### config.mk
export PLATFORM = sky130hd
export DESIGN_NAME = note_sequencer
export DESIGN_NICKNAME = d
export VERILOG_FILES = /design/src/rtl/note_sequencer.sv
export SDC_FILE = /design/constraint.sdc
export NUM_CORES = 1
export LEC_CHECK = 0
export ABC_AREA = 1
export BUFFER_PORTS_ARGS = -buffer_cell sky130_fd_sc_hd__buf_2
export CAP_MARGIN = 20
export CORE_ASPECT_RATIO = 0.9
export CORE_MARGIN = 5
export CORE_UTILIZATION = 50
export DETAILED_ROUTE_END_ITERATION = 12
export HOLD_SLACK_MARGIN = 0.06
export PLACE_DENSITY = 0.82
export SYNTH_ARGS = -nofsm -noshare
export SYNTH_HDL_FRONTEND = slang
export SYNTH_SLANG_ARGS = --single-unit
### constraint.sdc
create_clock -name i_clk -period 3 [get_ports i_clk]
set_input_delay 0.6 -clock i_clk [delete_from_list [all_inputs] [get_ports i_clk]]
set_output_delay 0.6 -clock i_clk [all_outputs]
set_load 0.05 [all_outputs]
### src/rtl/note_sequencer.sv
// note_sequencer: walks a song ROM of {pitch, duration} words and emits timed
// note events. Each note plays for duration * tick_div clock cycles, with a
// two-cycle FETCH/LATCH gap between notes to cover the synchronous ROM latency.
module note_sequencer #(
    parameter  int unsigned ADDR_W = 8,
    localparam int unsigned TICK_W = 27
) (
    input  logic              i_clk,
    input  logic              i_reset,
    input  logic              i_start,
    input  logic              i_pause,
    input  logic [ADDR_W-1:0] i_song_len,
    input  logic [TICK_W-1:0] i_tick_div,
    output logic [ADDR_W-1:0] o_rom_addr,
    input  logic [11:0]       i_rom_data,
    output logic [5:0]        o_note_pitch,
    output logic              o_note_valid,
    output logic              o_note_start,
    output logic              o_busy,
    output logic              o_done
);

    localparam int unsigned PITCH_W = 6;
    localparam int unsigned DUR_W   = 6;

    typedef enum logic [2:0] {
        S_IDLE  = 3'd0,
        S_FETCH = 3'd1,
        S_LATCH = 3'd2,
        S_PLAY  = 3'd3,
        S_DONE  = 3'd4
    } state_t;

    state_t              r_state;
    logic [ADDR_W-1:0]   r_song_len;
    logic [TICK_W-1:0]   r_tick_div;
    logic [ADDR_W-1:0]   r_index;
    logic [TICK_W-1:0]   r_tick_cnt;
    logic [DUR_W-1:0]    r_dur_cnt;
    logic [ADDR_W-1:0]   r_rom_addr;
    logic [PITCH_W-1:0]  r_note_pitch;
    logic                r_note_valid;
    logic                r_note_start;
    logic                r_busy;
    logic                r_done;

    logic [PITCH_W-1:0]  w_rom_pitch;
    logic [DUR_W-1:0]    w_rom_dur;
    logic [TICK_W-1:0]   w_tick_div_eff;
    logic                w_tick_wrap;
    logic [ADDR_W-1:0]   w_index_nxt;
    logic                w_more_notes;

    // ROM word fields
    assign w_rom_pitch    = i_rom_data[11:6];
    assign w_rom_dur      = i_rom_data[5:0];

    // A zero divider would never wrap, so it behaves as a divide-by-one
    assign w_tick_div_eff = (i_tick_div == '0) ? TICK_W'(1) : i_tick_div;

    // Tick counter reaches its last value this cycle
    assign w_tick_wrap    = (r_tick_cnt == (r_tick_div - TICK_W'(1)));

    // Next index; song_len never exceeds 2^ADDR_W-1 so this cannot wrap while playing
    assign w_index_nxt    = r_index + ADDR_W'(1);
    assign w_more_notes   = (w_index_nxt < r_song_len);

    // Playback FSM with registered outputs; reset wins over every other input
    always_ff @(posedge i_clk) begin
        if (i_reset) begin
            r_state      <= S_IDLE;
            r_song_len   <= '0;
            r_tick_div   <= '0;
            r_index      <= '0;
            r_tick_cnt   <= '0;
            r_dur_cnt    <= '0;
            r_rom_addr   <= '0;
            r_note_pitch <= '0;
            r_note_valid <= 1'b0;
            r_note_start <= 1'b0;
            r_busy       <= 1'b0;
            r_done       <= 1'b0;
        end else begin
            r_note_start <= 1'b0;
            r_done       <= 1'b0;

            case (r_state)
                S_IDLE: begin
                    if (i_start) begin
                        r_song_len <= i_song_len;
                        r_tick_div <= w_tick_div_eff;
                        r_index    <= '0;
                        r_rom_addr <= '0;
                        r_tick_cnt <= '0;
                        r_dur_cnt  <= '0;
                        r_busy     <= 1'b1;
                        if (i_song_len == '0) begin
                            r_state      <= S_DONE;
                            r_done       <= 1'b1;
                            r_note_valid <= 1'b0;
                        end else begin
                            r_state <= S_FETCH;
                        end
                    end
                end

                S_FETCH: begin
                    // ROM is reading r_rom_addr this cycle
                    r_state <= S_LATCH;
                end

                S_LATCH: begin
                    if (w_rom_dur == '0) begin
                        // Zero duration marks end of song
                        r_state      <= S_DONE;
                        r_done       <= 1'b1;
                        r_note_valid <= 1'b0;
                    end else begin
                        r_state      <= S_PLAY;
                        r_note_pitch <= w_rom_pitch;
                        r_dur_cnt    <= w_rom_dur;
                        r_tick_cnt   <= '0;
                        r_note_start <= 1'b1;
                        r_note_valid <= 1'b1;
                    end
                end

                S_PLAY: begin
                    if (!i_pause) begin
                        if (w_tick_wrap) begin
                            r_tick_cnt <= '0;
                            r_dur_cnt  <= r_dur_cnt - DUR_W'(1);
                            if (r_dur_cnt == DUR_W'(1)) begin
                                if (w_more_notes) begin
                                    r_index    <= w_index_nxt;
                                    r_rom_addr <= w_index_nxt;
                                    r_state    <= S_FETCH;
                                end else begin
                                    r_state      <= S_DONE;
                                    r_done       <= 1'b1;
                                    r_note_valid <= 1'b0;
                                end
                            end
                        end else begin
                            r_tick_cnt <= r_tick_cnt + TICK_W'(1);
                        end
                    end
                end

                S_DONE: begin
                    r_state <= S_IDLE;
                    r_busy  <= 1'b0;
                end

                default: begin
                    r_state      <= S_IDLE;
                    r_busy       <= 1'b0;
                    r_note_valid <= 1'b0;
                end
            endcase
        end
    end

    assign o_rom_addr   = r_rom_addr;
    assign o_note_pitch = r_note_pitch;
    assign o_note_valid = r_note_valid;
    assign o_note_start = r_note_start;
    assign o_busy       = r_busy;
    assign o_done       = r_done;

endmodule

==> results.json, run 1 <==
{
  "holdWs_ps": 473,
  "stdcell_count": 1041,
  "avgSynthCellArea_sq_um": 6.47,
  "min-delay-start": "r_song_len[3]",
  "num_vias": 5401,
  "grtUsageTotal_pct": 22.0,
  "dieArea_sq_um": 13000,
  "yosysSeqAreaShare_pct": 33.0,
  "syn-num-nets": 898,
  "p_per_area_nw_per_um2": 932,
  "drc_errors": 0,
  "fin_tns_setup_ps": 0,
  "worstPathArrival_ps": 3010,
  "via_per_inst": 5.19,
  "final_area_sq_um": 6210,
  "max_freq_mhz": 367,
  "hold_end": "r_song_len[3]",
  "fill_cells": 1024,
  "grt_pass1_wl_microns": 23500,
  "worst_pin_slew_ps": 675,
  "clkTransAtPathRegs_ps": 70,
  "gp_congestion": 0.918,
  "final_nets": 966,
  "wl_per_cell_microns": 13.4,
  "area_growth_syn_to_layout_pct": 14.9,
  "whs_path_depth": 2,
  "r2r_cells": 15,
  "hpwl_microns": 10700,
  "hp-class": "flip-flop to flip-flop",
  "grt_overflow": 0,
  "rsz0062_at_grt": "no",
  "post_dp_cell_area_sq_um": 5900,
  "cts_hold_buffers": 0,
  "yosys_warnings": 0,
  "slowest_delay_ps": 360,
  "finalCriticalPeriod_ps": 2730,
  "cp_cell_sequence": "inv_1 -> nor3_2 -> nand3_1 -> nor3_2 -> xor2_1 -> ha_1 -> a21oi_1 -> o21a_1 -> and2_1 -> nor2_1 -> a21oi_2 -> nand3_2 -> nand2_1 -> inv_1 -> nor2_1",
  "crit_family": "simple AND/OR/NAND/NOR gates",
  "die_h_microns": 109,
  "worstSetupEndpointType": "flip-flop",
  "power_mw": 5.79,
  "report.final.slew_viol_count": 0,
  "hold_violations": 0,
  "portBuffers": 68,
  "finClkSkew_ps": 7.65,
  "ctsHtreeMaxLevel": 3,
  "cts_tree": "yes",
  "slowest_stage": "dfxtp_2",
  "ios": 69,
  "leakagePower_nw": 2.89,
  "r2r-end": "o_rom_addr[7]",
  "grt_max_degree": 38,
  "synthDistinctLibCells": 39,
  "antenna_left": 0,
  "reg2reg_slack_ps": 270,
  "status": "finished, final reports clean",
  "num_antenna_cells": 0,
  "ys_ff_latch": 89,
  "setup_viol": 0,
  "vdd_drop_max_uv": 526,
  "numPlacedInstances": 1024,
  "drt_iter0_markers": 394,
  "clock_latency_ps": 340,
  "grt_pass1_vias": 4939,
  "cts_buffers": 9,
  "drive_gt1_share_pct": 13.3,
  "cts_buffer_depth": 2,
  "required_ps": 3280,
  "worst-path-buf-inv": 2,
  "first_pass_iters": 5,
  "fin_crit_sh_pct": 90.9,
  "cap_violations": 0,
  "clock-sinks": 89,
  "reg2reg_from": "o_rom_addr[0]",
  "rows": 36,
  "setup.worst_path.class": "flip-flop to flip-flop",
  "cp_max_fo": 8,
  "critPathLaunchType": "flip-flop",
  "finalWirelength_microns": 13900,
  "antenna_found_initial": 0,
  "core_area_sq_um": 10700,
  "die_x_microns": 120,
  "cts_root_buf": "clkbuf_16",
  "relSlewSlack_pct": 54.6,
  "synth.cell_area_sq_um": 5410,
  "synthCells": 835,
  "start_util_pct": 50.4
}
-- power by group --
part / internal, mW / total (mW) / switching (mW)
Combinational: 0.980 / 2.95 / 1.97
Clock: 0.638 / 1.13 / 0.489
Sequential: 1.45 / 1.71 / 0.258
Total: 3.07 / 5.79 / 2.72
-- Yosys cell counts (all sizes together) --
| master | instances | area [sq um] |
|---|---|---|
| a31oi | 1 | 6.26 |
| a21oi | 32 | 160 |
| or2 | 1 | 6.26 |
| a211oi | 6 | 45.0 |
| nor2 | 162 | 649 |
| xnor2 | 14 | 123 |
| clkbuf | 14 | 52.6 |
| o21a | 2 | 15.0 |
| ha | 12 | 150 |
| inv | 115 | 432 |
| o21bai | 2 | 15.0 |
| xor2 | 34 | 298 |
| nor3 | 28 | 156 |
| o21ai | 58 | 290 |
| a221oi | 2 | 17.5 |
| nand3 | 39 | 210 |
| dfxtp | 89 | 1780 |
| nand4 | 24 | 150 |
| nand3b | 4 | 30.0 |
| and2 | 4 | 25.0 |
| nand2 | 173 | 672 |
| clkinv | 3 | 16.3 |
| nor4 | 8 | 50.1 |
| and3 | 1 | 6.26 |
| o22ai | 1 | 6.26 |
| buf | 6 | 42.5 |
-- sequential cells by signal, indices dropped and copies added (netlist names) --
register	count
r_tick_div	27
r_state	3
r_tick_cnt	27
o_note_valid	1
o_note_pitch	6
o_rom_addr	8
o_busy	1
o_done	1
r_song_len	8
r_dur_cnt	6
o_note_start	1
-- worst min-delay path: stages (launching register included) --
cell and delay [ps]:
dfxtp_1 300, inv_1 70, a21oi_1 60
-- cell families (layout without fill, tap and decap cells) --
kind of cell / after synthesis / in the layout / share of synthesized area, %
AO/OA/AOI/OAI: 104 / 104 / 10.3
XOR/XNOR: 48 / 48 / 7.78
adder cells (fa/ha/maj): 12 / 12 / 2.78
buffers and inverters: 138 / 211 / 10.0
flip-flops: 89 / 89 / 33.0
AND/OR/NAND/NOR: 444 / 444 / 36.2
-- how the worst max path moves through the flow --
stage	from	to	slack [ps]	depth (start not counted)
after floorplan	o_rom_addr[1]	o_rom_addr[0]	80	15
after global placement	o_rom_addr[0]	o_rom_addr[0]	340	15
after detailed placement	o_rom_addr[0]	o_rom_addr[3]	160	15
after CTS	o_rom_addr[0]	o_rom_addr[3]	100	15
after global routing	o_rom_addr[0]	o_rom_addr[3]	20	15
final	o_rom_addr[0]	o_rom_addr[7]	270	15
-- layer usage --
| metal | vias to the layer above | track usage (%) | wire, microns |
|---|---|---|---|
| met2 | 165 | 34.4 | 6210 |
| met4 | 0 | 7.36 | 278 |
| li1 | 2800 | - | - |
| met3 | 21 | 4.82 | 872 |
| met1 | 2415 | 30.3 | 6560 |
| met5 | - | 0 | 0 |
-- layout make-up --
type / count / area (sq um) / area share [%]
Multi-Input combinational cell: 608 / 3100 / 49.9
Sequential cell: 89 / 1780 / 28.7
Inverter: 118 / 448 / 7.21
Timing Repair Buffer: 77 / 420 / 6.77
Clock buffer: 12 / 267 / 4.29
Tap cell: 133 / 166 / 2.68
Clock inverter: 4 / 31.3 / 0.503
-- layout by cell type, fill, tap and decap left out, types with 8 or more instances in the layout --
cell / synthesis / routed
buf_4: 3 / 8
clkbuf_16: 0 / 9
xnor2_1: 14 / 14
a21oi_1: 32 / 31
nand2_1: 166 / 166
nor2_1: 153 / 152
o21ai_1: 10 / 10
dfxtp_1: 89 / 88
nor3_1: 26 / 24
inv_1: 115 / 115
nand4_1: 24 / 24
buf_2: 1 / 68
nor4_1: 8 / 8
nor2_2: 7 / 8
xor2_1: 34 / 34
ha_1: 12 / 12
nand3_1: 36 / 36
o21ai_0: 48 / 48
-- through the flow --
step | utilization (%) | setup WS (ps)
floorplan | - | 75.5
global placement | 55.0 | 337
detailed placement | 55.0 | 156
CTS | 57.8 | 102
global route | 58.0 | 16.8
finish | 58.0 | 273
-- timing repair --
action	4_1_cts	5_1_grt
endpoints found under the setup margin	0	8
setup buffers	0	1
hold endpoints to repair	0	0
resized for setup	0	2
Note: power is estimated with default switching activity, not from simulation.
==> run 2: changes to the inputs <==
- BUFFER_PORTS_ARGS: -buffer_cell sky130_fd_sc_hd__buf_2 -> default
- DONT_BUFFER_PORTS: default -> 1
- PLACE_DENSITY: 0.82 -> 0.77
- SLEW_MARGIN: default -> 25
==> results.json, run 2 (synthesized netlist as in run 1, its figures left out) <==
{
  "grt_pass1_vias": 4653,
  "setup.worst_path.class": "flip-flop to flip-flop",
  "stdcell_count": 982,
  "die_h_microns": 109,
  "power_frac_clock_pct": 19.1,
  "finalCriticalPeriod_ps": 2760,
  "hp-class": "input pin to flip-flop",
  "vdd_drop_max_uv": 626,
  "most-common-layout-cells": "166 x nand2_1, 152 x nor2_1, 115 x inv_1",
  "cts_root_buf": "clkbuf_16",
  "post_dp_cell_area_sq_um": 5630,
  "swShare_pct": 47.5,
  "grt_max_degree": 35,
  "min-delay-start": "i_reset",
  "drt_iter0_markers": 477,
  "grt_pass1_wl_microns": 22100,
  "reg2reg_from": "o_rom_addr[0]",
  "critPathLaunch": "o_rom_addr[0]",
  "setup_viol": 0,
  "drc_errors": 0,
  "status": "finished, final reports clean",
  "largestRegisters": "r_tick_cnt (27), r_tick_div (27)",
  "finClkSkew_ps": 9.76,
  "ctsHtreeMaxLevel": 3,
  "fin_crit_sh_pct": 91.9,
  "cap_violations": 0,
  "clock-sinks": 89,
  "critPathLaunchType": "flip-flop",
  "cts_buffers": 9,
  "via_per_inst": 5.17,
  "numPlacedInstances": 965,
  "ios": 69,
  "finalWirelength_microns": 13200,
  "hold_violations": 0,
  "p_sw_mw": 2.71,
  "grt_overflow": 0,
  "p_seq_share_pct": 32.2,
  "portBuffers": 0,
  "cts_tree": "yes",
  "clock_latency_ps": 350,
  "leakagePower_nw": 2.64,
  "hpwl_microns": 10000,
  "worstSetupEndpointType": "flip-flop",
  "final_nets": 907,
  "required_ps": 3240,
  "max_freq_mhz": 363,
  "final_area_sq_um": 5940,
  "cts_buffer_depth": 2,
  "start_util_pct": 50.4,
  "num_antenna_cells": 0,
  "core_area_sq_um": 10700,
  "worstPathArrival_ps": 3000,
  "area_growth_syn_to_layout_pct": 9.79,
  "layout_commonest_cell": "nand2_1",
  "grtUsageTotal_pct": 20.9,
  "rows": 36,
  "cp_max_fo": 5,
  "num_vias": 5074,
  "antenna_found_initial": 0,
  "p_per_area_nw_per_um2": 960,
  "utilization_pct": 55.4,
  "antenna_left": 0,
  "drive_gt1_share_pct": 7.30,
  "p_int_mw": 2.99,
  "clkTransAtPathRegs_ps": 70,
  "first_pass_iters": 5,
  "dieArea_sq_um": 13000,
  "relSlewSlack_pct": 51.4,
  "combinationalPowerShare_pct": 48.7,
  "gp_congestion": 0.901,
  "die_x_microns": 120,
  "power_mw": 5.70,
  "worst_pin_slew_ps": 723,
  "wl_per_cell_microns": 13.4,
  "report.final.slew_viol_count": 0
}
-- run 2: worst paths after layout --
kind                   endpoint  slack [ps]  cells after the start
setup / recovery  o_rom_addr[7]         240                     16
hold / removal       r_state[1]         320                      1
setup reg to reg  o_rom_addr[7]         240                     16
hold reg to reg   r_song_len[1]         460                      2
-- run 2: repair_timing --
| item | CTS | global route |
|---|---|---|
| resized for setup | 0 | 3 |
| hold buffers | 0 | 0 |
| buffers inserted | 0 | 1 |
| endpoints found under the setup margin | 0 | 8 |
-- run 2: power by group through the flow --
| stage | clock, mW | combinational [mW] | sequential [mW] |
|---|---|---|---|
| final | 1.09 | 2.77 | 1.83 |
| after global routing | 1.16 | 3.16 | 1.88 |
| after CTS | 1.11 | 2.72 | 1.83 |
| after detailed placement | 0 | 2.70 | 1.86 |
| after global placement | 0 | 2.67 | 1.86 |
| after floorplan | 0 | 2.05 | 1.90 |
-- run 2: routing by layer --
metal | GRT usage [%] | vias to the layer above | share of wire [%]
li1 | - | 2681 | -
met1 | 28.9 | 2256 | 48
met2 | 32.8 | 117 | 44
met3 | 5.96 | 20 | 6.2
met4 | 4.82 | 0 | 1.6
met5 | 0 | - | 0
-- run 2: layout make-up --
class | instances | area [sq um]
Inverter | 118 | 448
Clock buffer | 9 | 225
Tap cell | 133 | 166
Timing Repair Buffer | 18 | 148
Clock inverter | 7 | 60.1
Sequential cell | 89 | 1780
Multi-Input combinational cell | 608 | 3110
Fill cell | 1069 | 4780
-- run 2: critical path, stage by stage (launching register included) --
cell,delay (ps)
dfxtp_2,330
buf_4,200
ha_1,210
nand3_1,130
nor3_2,160
xor2_1,260
ha_1,280
nand2_1,70
inv_1,40
nand4_1,70
and2_1,160
nor2_1,70
a21oi_2,250
buf_4,200
nand4_1,90
nand2_1,90
nor2_1,40
-- run 2: per-stage QoR --
step           hold slack, ps  TNS [ps]  setup WS (ps)
6_report                  322         0            242
5_1_grt                   305      -135          -54.7
4_1_cts                   312         0            199
3_5_place_dp              455         0            243
3_3_place_gp              450         0            340
2_1_floorplan             435         0           75.5
